[src/rtl/obs_spawn_ctrl.sv]
// rtl/obs_spawn_ctrl.sv - obstacle slot scheduler, spawner, scroller and per-pixel sprite select
// Optional feature macro: OBS_SPEEDUP_EN (speed offset that grows with successful spawns)
module obs_spawn_ctrl #(
   parameter int N_SLOTS        = 2,
   parameter int X_SPAWN        = 640,
   parameter int Y_TOP          = 200,
   parameter int MIN_GAP        = 24,
   parameter int SPEEDUP_SPAWNS = 8
) (
   input  logic               clk,
   input  logic               rst,
   input  logic               i_tick,
   input  logic               i_run,
   input  logic               i_clear,
   input  logic [3:0]         i_speed,
   input  logic [9:0]         i_hpos,
   input  logic [9:0]         i_vpos,
   output logic [7:0]         o_rom_counter,
   output logic [2:0]         o_obs_type,
   output logic [N_SLOTS-1:0] o_active
);

   localparam logic [9:0]  X_SPAWN_L = X_SPAWN[9:0];
   localparam logic [10:0] Y_TOP_L   = {1'b0, Y_TOP[9:0]};
   localparam logic [7:0]  MIN_GAP_L = MIN_GAP[7:0];
`ifdef OBS_SPEEDUP_EN
   localparam logic [7:0]  SPEEDUP_L = SPEEDUP_SPAWNS[7:0];
`endif

   typedef enum logic [1:0] {
      ST_IDLE = 2'd0,
      ST_RUN  = 2'd1,
      ST_HOLD = 2'd2
   } state_t;

   state_t             state_q, state_d;
   logic [2:0]         slot_type_q [N_SLOTS];
   logic [2:0]         slot_type_d [N_SLOTS];
   logic [9:0]         slot_x_q    [N_SLOTS];
   logic [9:0]         slot_x_d    [N_SLOTS];
   logic [7:0]         gap_q, gap_d;
   logic [15:0]        lfsr_q, lfsr_d;
   logic [7:0]         rom_counter_q, rom_counter_d;
   logic [2:0]         obs_type_q, obs_type_d;
   logic [N_SLOTS-1:0] active_q, active_d;
   logic [3:0]         eff_speed;
   logic               free_found;
   logic               pix_hit;
   logic               v_band;
`ifdef OBS_SPEEDUP_EN
   logic [3:0]         offset_q, offset_d;
   logic [7:0]         spawn_cnt_q, spawn_cnt_d;
   logic [4:0]         speed_sum;
`endif

   // effective scroll speed: raw input, optionally boosted by the saturating offset
`ifdef OBS_SPEEDUP_EN
   always_comb begin
      speed_sum = {1'b0, i_speed} + {1'b0, offset_q};
      eff_speed = speed_sum[4] ? 4'hF : speed_sum[3:0];
   end
`else
   always_comb begin
      eff_speed = i_speed;
   end
`endif

   // next-state: FSM, LFSR, slot scroll/free, gap countdown and spawn
   always_comb begin
      state_d    = state_q;
      gap_d      = gap_q;
      lfsr_d     = {lfsr_q[14:0], lfsr_q[15] ^ lfsr_q[13] ^ lfsr_q[12] ^ lfsr_q[10]};
      free_found = 1'b0;
      for (int s = 0; s < N_SLOTS; s++) begin
         slot_type_d[s] = slot_type_q[s];
         slot_x_d[s]    = slot_x_q[s];
      end
`ifdef OBS_SPEEDUP_EN
      offset_d    = offset_q;
      spawn_cnt_d = spawn_cnt_q;
`endif
      if (i_clear) begin
         state_d = ST_IDLE;
         gap_d   = MIN_GAP_L;
         for (int s = 0; s < N_SLOTS; s++) begin
            slot_type_d[s] = 3'd0;
            slot_x_d[s]    = 10'd0;
         end
`ifdef OBS_SPEEDUP_EN
         offset_d    = 4'd0;
         spawn_cnt_d = 8'd0;
`endif
      end else begin
         case (state_q)
            ST_IDLE: if (i_run)  state_d = ST_RUN;
            ST_RUN:  if (!i_run) state_d = ST_HOLD;
            ST_HOLD: if (i_run)  state_d = ST_RUN;
            default: state_d = ST_IDLE;
         endcase
         if (state_q == ST_RUN && i_tick) begin
            // scroll first so that a slot freed by this tick can take the spawn
            for (int s = 0; s < N_SLOTS; s++) begin
               if (slot_type_q[s] != 3'd0) begin
                  if (slot_x_q[s] >= {6'd0, eff_speed}) begin
                     slot_x_d[s] = slot_x_q[s] - {6'd0, eff_speed};
                  end else begin
                     slot_type_d[s] = 3'd0;
                  end
               end
            end
            if (gap_q != 8'd0) begin
               gap_d = gap_q - 8'd1;
            end else begin
               for (int s = 0; s < N_SLOTS; s++) begin
                  if (!free_found && slot_type_d[s] == 3'd0) begin
                     free_found = 1'b1;
                     if (lfsr_q[2:0] != 3'd0) begin
                        slot_type_d[s] = lfsr_q[2:0];
                        slot_x_d[s]    = X_SPAWN_L;
                     end
                  end
               end
               // gap stays 0 when every slot is busy, so the spawn retries next tick
               if (free_found) begin
                  gap_d = MIN_GAP_L + {2'b00, lfsr_q[7:4], 2'b00};
               end
`ifdef OBS_SPEEDUP_EN
               if (free_found && lfsr_q[2:0] != 3'd0) begin
                  if (spawn_cnt_q + 8'd1 >= SPEEDUP_L) begin
                     spawn_cnt_d = 8'd0;
                     offset_d    = (offset_q == 4'hF) ? 4'hF : offset_q + 4'd1;
                  end else begin
                     spawn_cnt_d = spawn_cnt_q + 8'd1;
                  end
               end
`endif
            end
         end
      end
      for (int s = 0; s < N_SLOTS; s++) begin
         active_d[s] = (slot_type_d[s] != 3'd0);
      end
   end

   // pixel select: lowest-index slot covering the current pixel drives the ROM
   always_comb begin
      rom_counter_d = 8'd0;
      obs_type_d    = 3'd0;
      pix_hit       = 1'b0;
      v_band        = ({1'b0, i_vpos} >= Y_TOP_L) && ({1'b0, i_vpos} < Y_TOP_L + 11'd16);
      for (int s = 0; s < N_SLOTS; s++) begin
         if (!pix_hit && v_band && slot_type_q[s] != 3'd0 &&
             {1'b0, i_hpos} >= {1'b0, slot_x_q[s]} &&
             {1'b0, i_hpos} <  {1'b0, slot_x_q[s]} + 11'd16) begin
            pix_hit       = 1'b1;
            obs_type_d    = slot_type_q[s];
            rom_counter_d = {i_vpos[3:0] - Y_TOP_L[3:0], i_hpos[3:0] - slot_x_q[s][3:0]};
         end
      end
   end

   // state and output registers
   always_ff @(posedge clk or posedge rst) begin
      if (rst) begin
         state_q       <= ST_IDLE;
         gap_q         <= MIN_GAP_L;
         lfsr_q        <= 16'hACE1;
         rom_counter_q <= 8'd0;
         obs_type_q    <= 3'd0;
         active_q      <= '0;
         for (int s = 0; s < N_SLOTS; s++) begin
            slot_type_q[s] <= 3'd0;
            slot_x_q[s]    <= 10'd0;
         end
`ifdef OBS_SPEEDUP_EN
         offset_q    <= 4'd0;
         spawn_cnt_q <= 8'd0;
`endif
      end else begin
         state_q       <= state_d;
         gap_q         <= gap_d;
         lfsr_q        <= lfsr_d;
         rom_counter_q <= rom_counter_d;
         obs_type_q    <= obs_type_d;
         active_q      <= active_d;
         for (int s = 0; s < N_SLOTS; s++) begin
            slot_type_q[s] <= slot_type_d[s];
            slot_x_q[s]    <= slot_x_d[s];
         end
`ifdef OBS_SPEEDUP_EN
         offset_q    <= offset_d;
         spawn_cnt_q <= spawn_cnt_d;
`endif
      end
   end

   assign o_rom_counter = rom_counter_q;
   assign o_obs_type    = obs_type_q;
   assign o_active      = active_q;

endmodule

[config.mk]
export PLATFORM = sky130hd
export DESIGN_NAME = obs_spawn_ctrl
export DESIGN_NICKNAME = d
export VERILOG_FILES = /design/src/rtl/obs_spawn_ctrl.sv
export SDC_FILE = /design/constraint.sdc
export NUM_CORES = 1
export LEC_CHECK = 0
export CAP_MARGIN = 25
export CORE_MARGIN = 4
export CORE_UTILIZATION = 50
export CTS_BUF_LIST = sky130_fd_sc_hd__clkbuf_8
export CTS_CLUSTER_SIZE = 16
export DETAILED_ROUTE_END_ITERATION = 10
export DONT_BUFFER_PORTS = 1
export GPL_ROUTABILITY_DRIVEN = 1
export GPL_TIMING_DRIVEN = 0
export PLACE_DENSITY_LB_ADDON = 0.1
export SLEW_MARGIN = 20
export SYNTH_ARGS = -nofsm -noshare
export SYNTH_HDL_FRONTEND = slang
export SYNTH_SLANG_ARGS = --single-unit
[constraint.sdc]
create_clock -name clk -period 2.23 [get_ports clk]
set_input_delay 0.446 -clock clk [delete_from_list [all_inputs] [get_ports clk]]
set_output_delay 0.446 -clock clk [all_outputs]
set_load 0.01 [all_outputs]
==> results of run 1 <==
## what timing repair did
| item | in CTS | in global routing |
|---|---|---|
| endpoints found under the hold margin | 24 | 0 |
| buffers inserted | 25 | 16 |
| endpoints found under the setup margin | 43 | 44 |
| resized for setup | 61 | 64 |
| gates cloned | 3 | 0 |
| hold buffers | 1 | 0 |
| pin swaps | 33 | 37 |
## cell usage in the layout (no fill, tap or decap), types with 4 or more instances in the layout
cell,n
a31oi_1,9
buf_4,31
nor2_1,30
clkbuf_1,5
buf_6,15
or3_1,4
a21oi_1,10
nor2b_1,5
nand2_2,4
dfrtp_1,51
inv_2,9
mux2i_1,11
nand4_1,8
inv_1,32
dfrtp_2,4
ha_4,5
nand4b_1,5
o21ai_2,4
o21ai_1,6
ha_2,5
ha_1,38
a21oi_2,13
o21a_1,4
o211ai_1,6
nor3_1,13
clkbuf_8,9
o21ai_0,18
dfstp_2,10
nand2_1,34
a21oi_4,5
nor3_2,7
a21o_1,7
nand3_1,19
a32o_1,4
xnor2_1,16
o21ai_4,4
and3_1,4
## metrics by stage
stage               cell area [sq um]  utilization, %  hold WS [ns]
global route                     5880            66.4         0.114
global placement                 4840            54.8         0.333
CTS                              5520            62.4         0.124
detailed placement               4870            55.0         0.338
finish                           5880            66.4         0.127
floorplan                        4710               -         0.331
## state kept, by name, summed over array words and instances (netlist names)
signal / flops
gap_q: 8
o_obs_type: 3
lfsr_q: 16
o_rom_counter: 8
slot_type_q: 6
slot_x_q: 20
o_active: 2
state_q: 2
## power by group
group	switching, mW	internal, mW	total (mW)
Combinational	0.194	0.132	0.326
Clock	0.548	0.527	1.08
Sequential	0.00905	1.19	1.20
Total	0.751	1.85	2.60
## kinds of logic (layout without fill, tap and decap cells)
logic type	count (synthesis)	after routing
and+or+nand+nor	162	162
AOI/OAI and AO/OA	129	130
DFF	65	65
buffers and inverters	58	119
adders and majority gates	52	52
xor gates and xnor gates	19	19
muxes	12	12
## area by class of cell
type | count | area (sq um)
Fill cell | 699 | 2970
Tap cell | 108 | 135
Multi-Input combinational cell | 375 | 3220
Sequential cell | 65 | 1640
Timing Repair Buffer | 45 | 410
Inverter | 44 | 174
Clock inverter | 7 | 75.1
Clock buffer | 9 | 124
Buffer | 14 | 93.8
## how the worst min path moves through the flow
stage                          from               end  slack, ns  cells past startpoint
after global placement    lfsr_q[8]         lfsr_q[9]       0.33                      0
after CTS                 i_vpos[3]  o_rom_counter[7]       0.12                      1
after floorplan           lfsr_q[3]         lfsr_q[4]       0.33                      0
final                     i_vpos[3]  o_rom_counter[7]       0.13                      1
after detailed placement  lfsr_q[8]         lfsr_q[9]       0.34                      0
after global routing      i_vpos[3]  o_rom_counter[7]       0.11                      1
## layer usage
layer  global-route usage [%]  share of wire (%)
met4                     8.45                2.9
met2                     37.0                 47
met3                     3.91                5.4
met1                     31.9                 45
met5                        0                  0
## critical path, delay by kind of cell (launching register included)
| family | cells | cell delay [ns] |
|---|---|---|
| AO/OA/AOI/OAI | 5 | 0.83 |
| adder cells (fa/ha/maj) | 2 | 0.51 |
| flip-flops | 1 | 0.42 |
| AND/OR/NAND/NOR | 1 | 0.39 |
| buffers and inverters | 3 | 0.24 |
==> summary.md, run 1 <==
| Metric | Value |
|---|---|
| Max-cap viol count | 0 |
| Synth Area in Adders | 14.8% |
| Worst slack, placed | -0.423 ns |
| Post-synthesis cell count | 497 |
| FFs w/ async S/R, synth | 100% |
| Synth Area in Simple Gates | 18.7% |
| Status | finished, violations left |
| Leakage | 2.48 nW |
| Unrepaired setup endpoints after global routing | yes |
| FMAX | 397 MHz |
| Most frequent cells after synthesis | dfrtp_1 (55), ha_1 (48), inv_1 (44) |
| Slew headroom | 45.8% |
| Setup TNS | -5.81 ns |
| Count leader, synth | dfrtp_1 |
| Port Buffers | 0 |
| Setup crit end kind | flop |
| Vias | 4095 |
| Synthesis Warnings | 0 |
| Critical path startpoint | slot_x_q[10] |
| Avg Cell Area, Syn | 9.26 sq um |
| Area Overhead vs Synth | 27.7% |
| CTS Buf Count | 9 |
| Fin cells | 667 |
| Multiplexer share of the synthesized area | 2.64% |
| First-pass DRT Iterations | 5 |
| Die width | 104 um |
| Reg-to-reg setup timing slack | -0.29 ns |
| Avg WL per Cell | 19.9 um |
| Post-synthesis cell area | 0.00460 sq mm |
| Post-synthesis compound-gate area fraction | 19.5% |
| Root Driver | clkbuf_8 |
| Total power | 2.60 mW |
| Seq/Total Area, Yosys | 35.6% |
| Syn Nets | 578 |
| Inst Count DP | 606 |
| Worst-case clock buffer depth | 2 |
| Clk_skew | 0.0168 ns |
| Vias per inst | 6.14 |
| Worst Hold Class | in2reg |
| Slew Limit Fails | 0 |
| CP max stage delay | 0.42 ns |
| Row count | 34 |
| Number of global-route vias before repair | 3946 |
| DR iter-0 viols | 251 |
| Yosys reg bits | 65 |
| Power per Cell Area | 442 mW/mm^2 |
| Main combinational cell family by area after synthesis | compound AO/OA/AOI/OAI gates |
| Initial antenna violation count | 0 |
| Largest net degree at the start of global routing | 34 |
| Violations in the final reports | negative setup slack |
| Remaining DRCs | 0 |
| GRT overflow | 0 |
| Num ports | 42 |
| Reg2reg start | slot_x_q[10] |
| Final min period | 2.52 ns |
| # diodes | 0 |
| Max FO, Critical Path | 4 |
| CP Class | reg2reg |
| Ratio of final minimum period to clock period | 113% |
| Starting Density | 52.0% |
| Top FF cell, synth | dfrtp_1 |
| Worst path required time | 2.46 ns |
| Antenna Nets Post-Route | 0 |
| # nets final | 635 |
| Post-synth EDFFs | 0 |
| Core box area | 0.00885 sq mm |
| R2R Path End | o_active[0] |
| Die area | 0.0108 sq mm |
| # setup viols final | 40 |
| CTS sink count | 65 |
| Clk_lat worst skew | 0.36 ns |
| Die height | 104 um |
| Largest area contributor in the netlist | dfrtp_1 |
| Top cells by area, synth | dfrtp_1 (30%), ha_1 (13%), dfstp_2 (5.7%), inv_1 (3.6%), nand2_1 (3.3%) |
| Crit path max-delay cell type | dfrtp_1 |
| Setup crit start kind | flop |
| Post-Synth XOR/XNOR Area | 3.62% |
| Clock-pin slew reported for the worst setup and hold paths after clock tree synthesis | 0.09 ns |
| Routed WL | 13200 um |
| CTS tree | built |
| First-pass GRT wire length | 20100 um |
| CP Capture Point | o_active[0] |
| Crit path arrival time | 2.75 ns |
| All-Layer GR Usage | 23.2% |
| VDD IR max | 271 uV |
| Tightest Pin Transition | 0.813 ns |
| H-tree depth | 3 |
| R2R depth | 11 |
| Crit path cell chain | inv_2 > ha_4 > inv_2 > fa_2 > a21oi_4 > o211a_4 > buf_12 > a21oi_4 > o21ai_1 > a21oi_2 > or3_1 |
| Area share of the largest cell type after synthesis | 29.9% |
| Setup ws final | -0.289 ns |
| Yosys cell types | 66 |
| Layout cells sized above 1 | 33.3% |
| GP Congestion | 0.875 |
| Final Hold Fails | 0 |
| Dpl hpwl | 8710 um |
Note: power is estimated with default switching activity, not from simulation.
==> run 2: changes to the inputs <==
- CAP_MARGIN: 25 -> default
- MAX_ROUTING_LAYER: default -> met4
==> summary.md, run 2 (synthesized netlist as in run 1, its figures left out) <==
| Metric | Value |
|---|---|
| Status | finished, violations left (unchanged) |
| Violations in the final reports | negative setup slack (unchanged) |
| Die width | 104 um (unchanged) |
| Root Driver | clkbuf_8 (unchanged) |
| Final Hold Fails | 0 (unchanged) |
| Final min period | 2.45 ns (was 2.52 ns) |
| Starting Density | 52.0% (unchanged) |
| Dpl hpwl | 8730 um (was 8710 um) |
| CTS Buf Count | 9 (unchanged) |
| Num ports | 42 (unchanged) |
| # setup viols final | 33 (was 40) |
| Commonest non-fill, non-tap cells in the layout | dfrtp_1 (51), ha_1 (38), nand2_1 (33), nor2_1 (33), inv_1 (32) (was dfrtp_1 (51), ha_1 (38), nand2_1 (34), inv_1 (32), buf_4 (31)) |
| Clock-pin slew reported for the worst setup and hold paths after clock tree synthesis | 0.08 ns (was 0.09 ns) |
| Fill count | 697 (was 699) |
| Max-cap viol count | 0 (unchanged) |
| Initial antenna violation count | 0 (unchanged) |
| Power per Cell Area | 484 mW/mm^2 (was 442 mW/mm^2) |
| Top reg by flops | slot_x_q (unchanged) |
| Routed WL | 12800 um (was 13200 um) |
| Worst path required time | 2.47 ns (was 2.46 ns) |
| Worst Hold Class | in2reg (unchanged) |
| Avg WL per Cell | 19.5 um (was 19.9 um) |
| GRT overflow | 0 (unchanged) |
| H-tree depth | 3 (unchanged) |
| Vias per inst | 6.24 (was 6.14) |
| FMAX | 409 MHz (was 397 MHz) |
| Buf/Inv on CP | 0 (was 3) |
| Remaining DRCs | 0 (unchanged) |
| Setup crit start kind | flop (unchanged) |
| Top flop regs | slot_x_q (20), lfsr_q (16) (unchanged) |
| CTS sink count | 65 (unchanged) |
| DR iter-0 viols | 236 (was 251) |
| Setup TNS | -3.76 ns (was -5.81 ns) |
| Max FO, Critical Path | 8 (was 4) |
| First-pass GRT wire length | 20000 um (was 20100 um) |
| Clk_skew | 0.00837 ns (was 0.0168 ns) |
| Die height | 104 um (unchanged) |
| Die area | 0.0108 sq mm (unchanged) |
| Inst Count DP | 606 (unchanged) |
| Clk_lat worst skew | 0.35 ns (was 0.36 ns) |
| Row count | 34 (unchanged) |
| Fin cells | 657 (was 667) |
| Core Util, Final | 65.6% (was 66.4%) |
| Leading cell type in the layout, fill and taps excluded | dfrtp_1 (unchanged) |
| Setup ws final | -0.218 ns (was -0.289 ns) |
| FF/Latch Area | 0.00164 sq mm (unchanged) |
| CP top delay family | compound AO/OA/AOI/OAI gates (unchanged) |
| Area Overhead vs Synth | 26.1% (was 27.7%) |
| Crit path max-delay cell type | dfrtp_2 (was dfrtp_1) |
| Antenna Nets Post-Route | 0 (unchanged) |
| All-Layer GR Usage | 23.7% (was 23.2%) |
| Leakage | 2.43 nW (was 2.48 nW) |
| Number of global-route vias before repair | 3967 (was 3946) |
| Vias | 4097 (was 4095) |
| Footprint of the multi-input gates | 0.00319 sq mm (was 0.00322 sq mm) |
| Slew headroom | 49.6% (was 45.8%) |
| Unrepaired setup endpoints after global routing | yes (unchanged) |
| Crit path cell chain | ha_2 > nand3_2 > xnor2_1 > ha_1 > a21o_1 > a21oi_2 > a32o_1 > a31o_4 > and3_1 > mux2_2 (was inv_2 > ha_4 > inv_2 > fa_2 > a21oi_4 > o211a_4 > buf_12 > a21oi_4 > o21ai_1 > a21oi_2 > or3_1) |
| Core box area | 0.00885 sq mm (unchanged) |
| Crit path arrival time | 2.69 ns (was 2.75 ns) |
| First-pass DRT Iterations | 5 (unchanged) |
| VDD IR max | 248 uV (was 271 uV) |
| # diodes | 0 (unchanged) |
| Worst slack, placed | -0.485 ns (was -0.423 ns) |
| CTS tree | built (unchanged) |
| Tightest Pin Transition | 0.756 ns (was 0.813 ns) |
| GP Congestion | 0.893 (was 0.875) |
| Ratio of final minimum period to clock period | 110% (was 113%) |
| Max reg flops | 20 (unchanged) |
| Slew Limit Fails | 0 (unchanged) |
| # nets final | 625 (was 635) |
| Worst-case clock buffer depth | 2 (unchanged) |
| Port Buffers | 0 (unchanged) |
| Setup crit end kind | flop (unchanged) |
| Largest net degree at the start of global routing | 36 (was 34) |
| Layout cells sized above 1 | 30.4% (was 33.3%) |
| CP Class | reg2reg (unchanged) |
| CP max stage delay | 0.46 ns (was 0.42 ns) |
## run 2: cell types whose count changed in the layout (fill, tap and decap cells not counted), sizes merged
| cell | previous run | this run |
|---|---|---|
| buf | 51 | 41 |
| bufinv | 1 | 3 |
| clkinv | 3 | 2 |
| clkinvlp | 1 | 0 |
## run 2: what timing repair did
item | 4_1_cts | 5_1_grt
pin swaps | 35 | 31
gates cloned | 2 | 1
buffers inserted | 18 | 15
endpoints found under the hold margin | 28 | 0
resized for setup | 62 | 48
hold buffers | 1 | 0
endpoints found under the setup margin | 42 | 43
## run 2: path summary, 6_finish.rpt
path,start,to,slack [ns],cells past startpoint
setup / recovery,slot_x_q[4],o_obs_type[1],-0.22,10
hold / removal,i_vpos[3],o_rom_counter[7],0.13,1
setup reg to reg,slot_x_q[4],o_obs_type[1],-0.22,10
hold reg to reg,lfsr_q[8],lfsr_q[9],0.35,0
max in group asynchronous,rst,gap_q[4],1.06,3
min in group asynchronous,rst,lfsr_q[14],0.58,2
## run 2: cell type report
type / count / share of cell area, %
multi-input cells: 375 / 54.9
clock buffers: 9 / 2.14
clock inverters: 7 / 2.16
well taps: 108 / 2.33
repair buffers: 36 / 5.65
plain buffers: 13 / 1.51
inverters: 44 / 2.93
flip-flops and latches: 65 / 28.3
## run 2: metrics by stage
| step | cell area [sq um] | power, mW | hold WS, ns |
|---|---|---|---|
| after detailed placement | 4870 | 1.49 | 0.338 |
| final | 5800 | 2.81 | 0.131 |
| after CTS | 5500 | 2.80 | 0.131 |
| after floorplan | 4710 | 1.42 | 0.331 |
| after global placement | 4840 | 1.48 | 0.333 |
| after global routing | 5800 | 2.93 | 0.120 |
## run 2: layer usage
metal | share of wire (%) | up-vias | track usage [%]
li1 | - | 1918 | -
met1 | 44 | 2005 | 31.6
met2 | 48 | 147 | 37.0
met3 | 6.0 | 27 | 4.22
met4 | 2.1 | 0 | 7.31
met5 | 0 | - | -
## run 2: worst reg2reg max path, stage by stage, from the launching register on
cell,delay (ns)
dfrtp_2,0.46
ha_2,0.24
nand3_2,0.08
xnor2_1,0.14
ha_1,0.30
a21o_1,0.13
a21oi_2,0.06
a32o_1,0.22
a31o_4,0.25
and3_1,0.18
mux2_2,0.27
## run 2: power breakdown
| group | switching, mW | internal, mW |
|---|---|---|
| sequential | 0.00924 | 1.19 |
| combinational | 0.193 | 0.135 |
| clock | 0.531 | 0.754 |
| total | 0.733 | 2.08 |
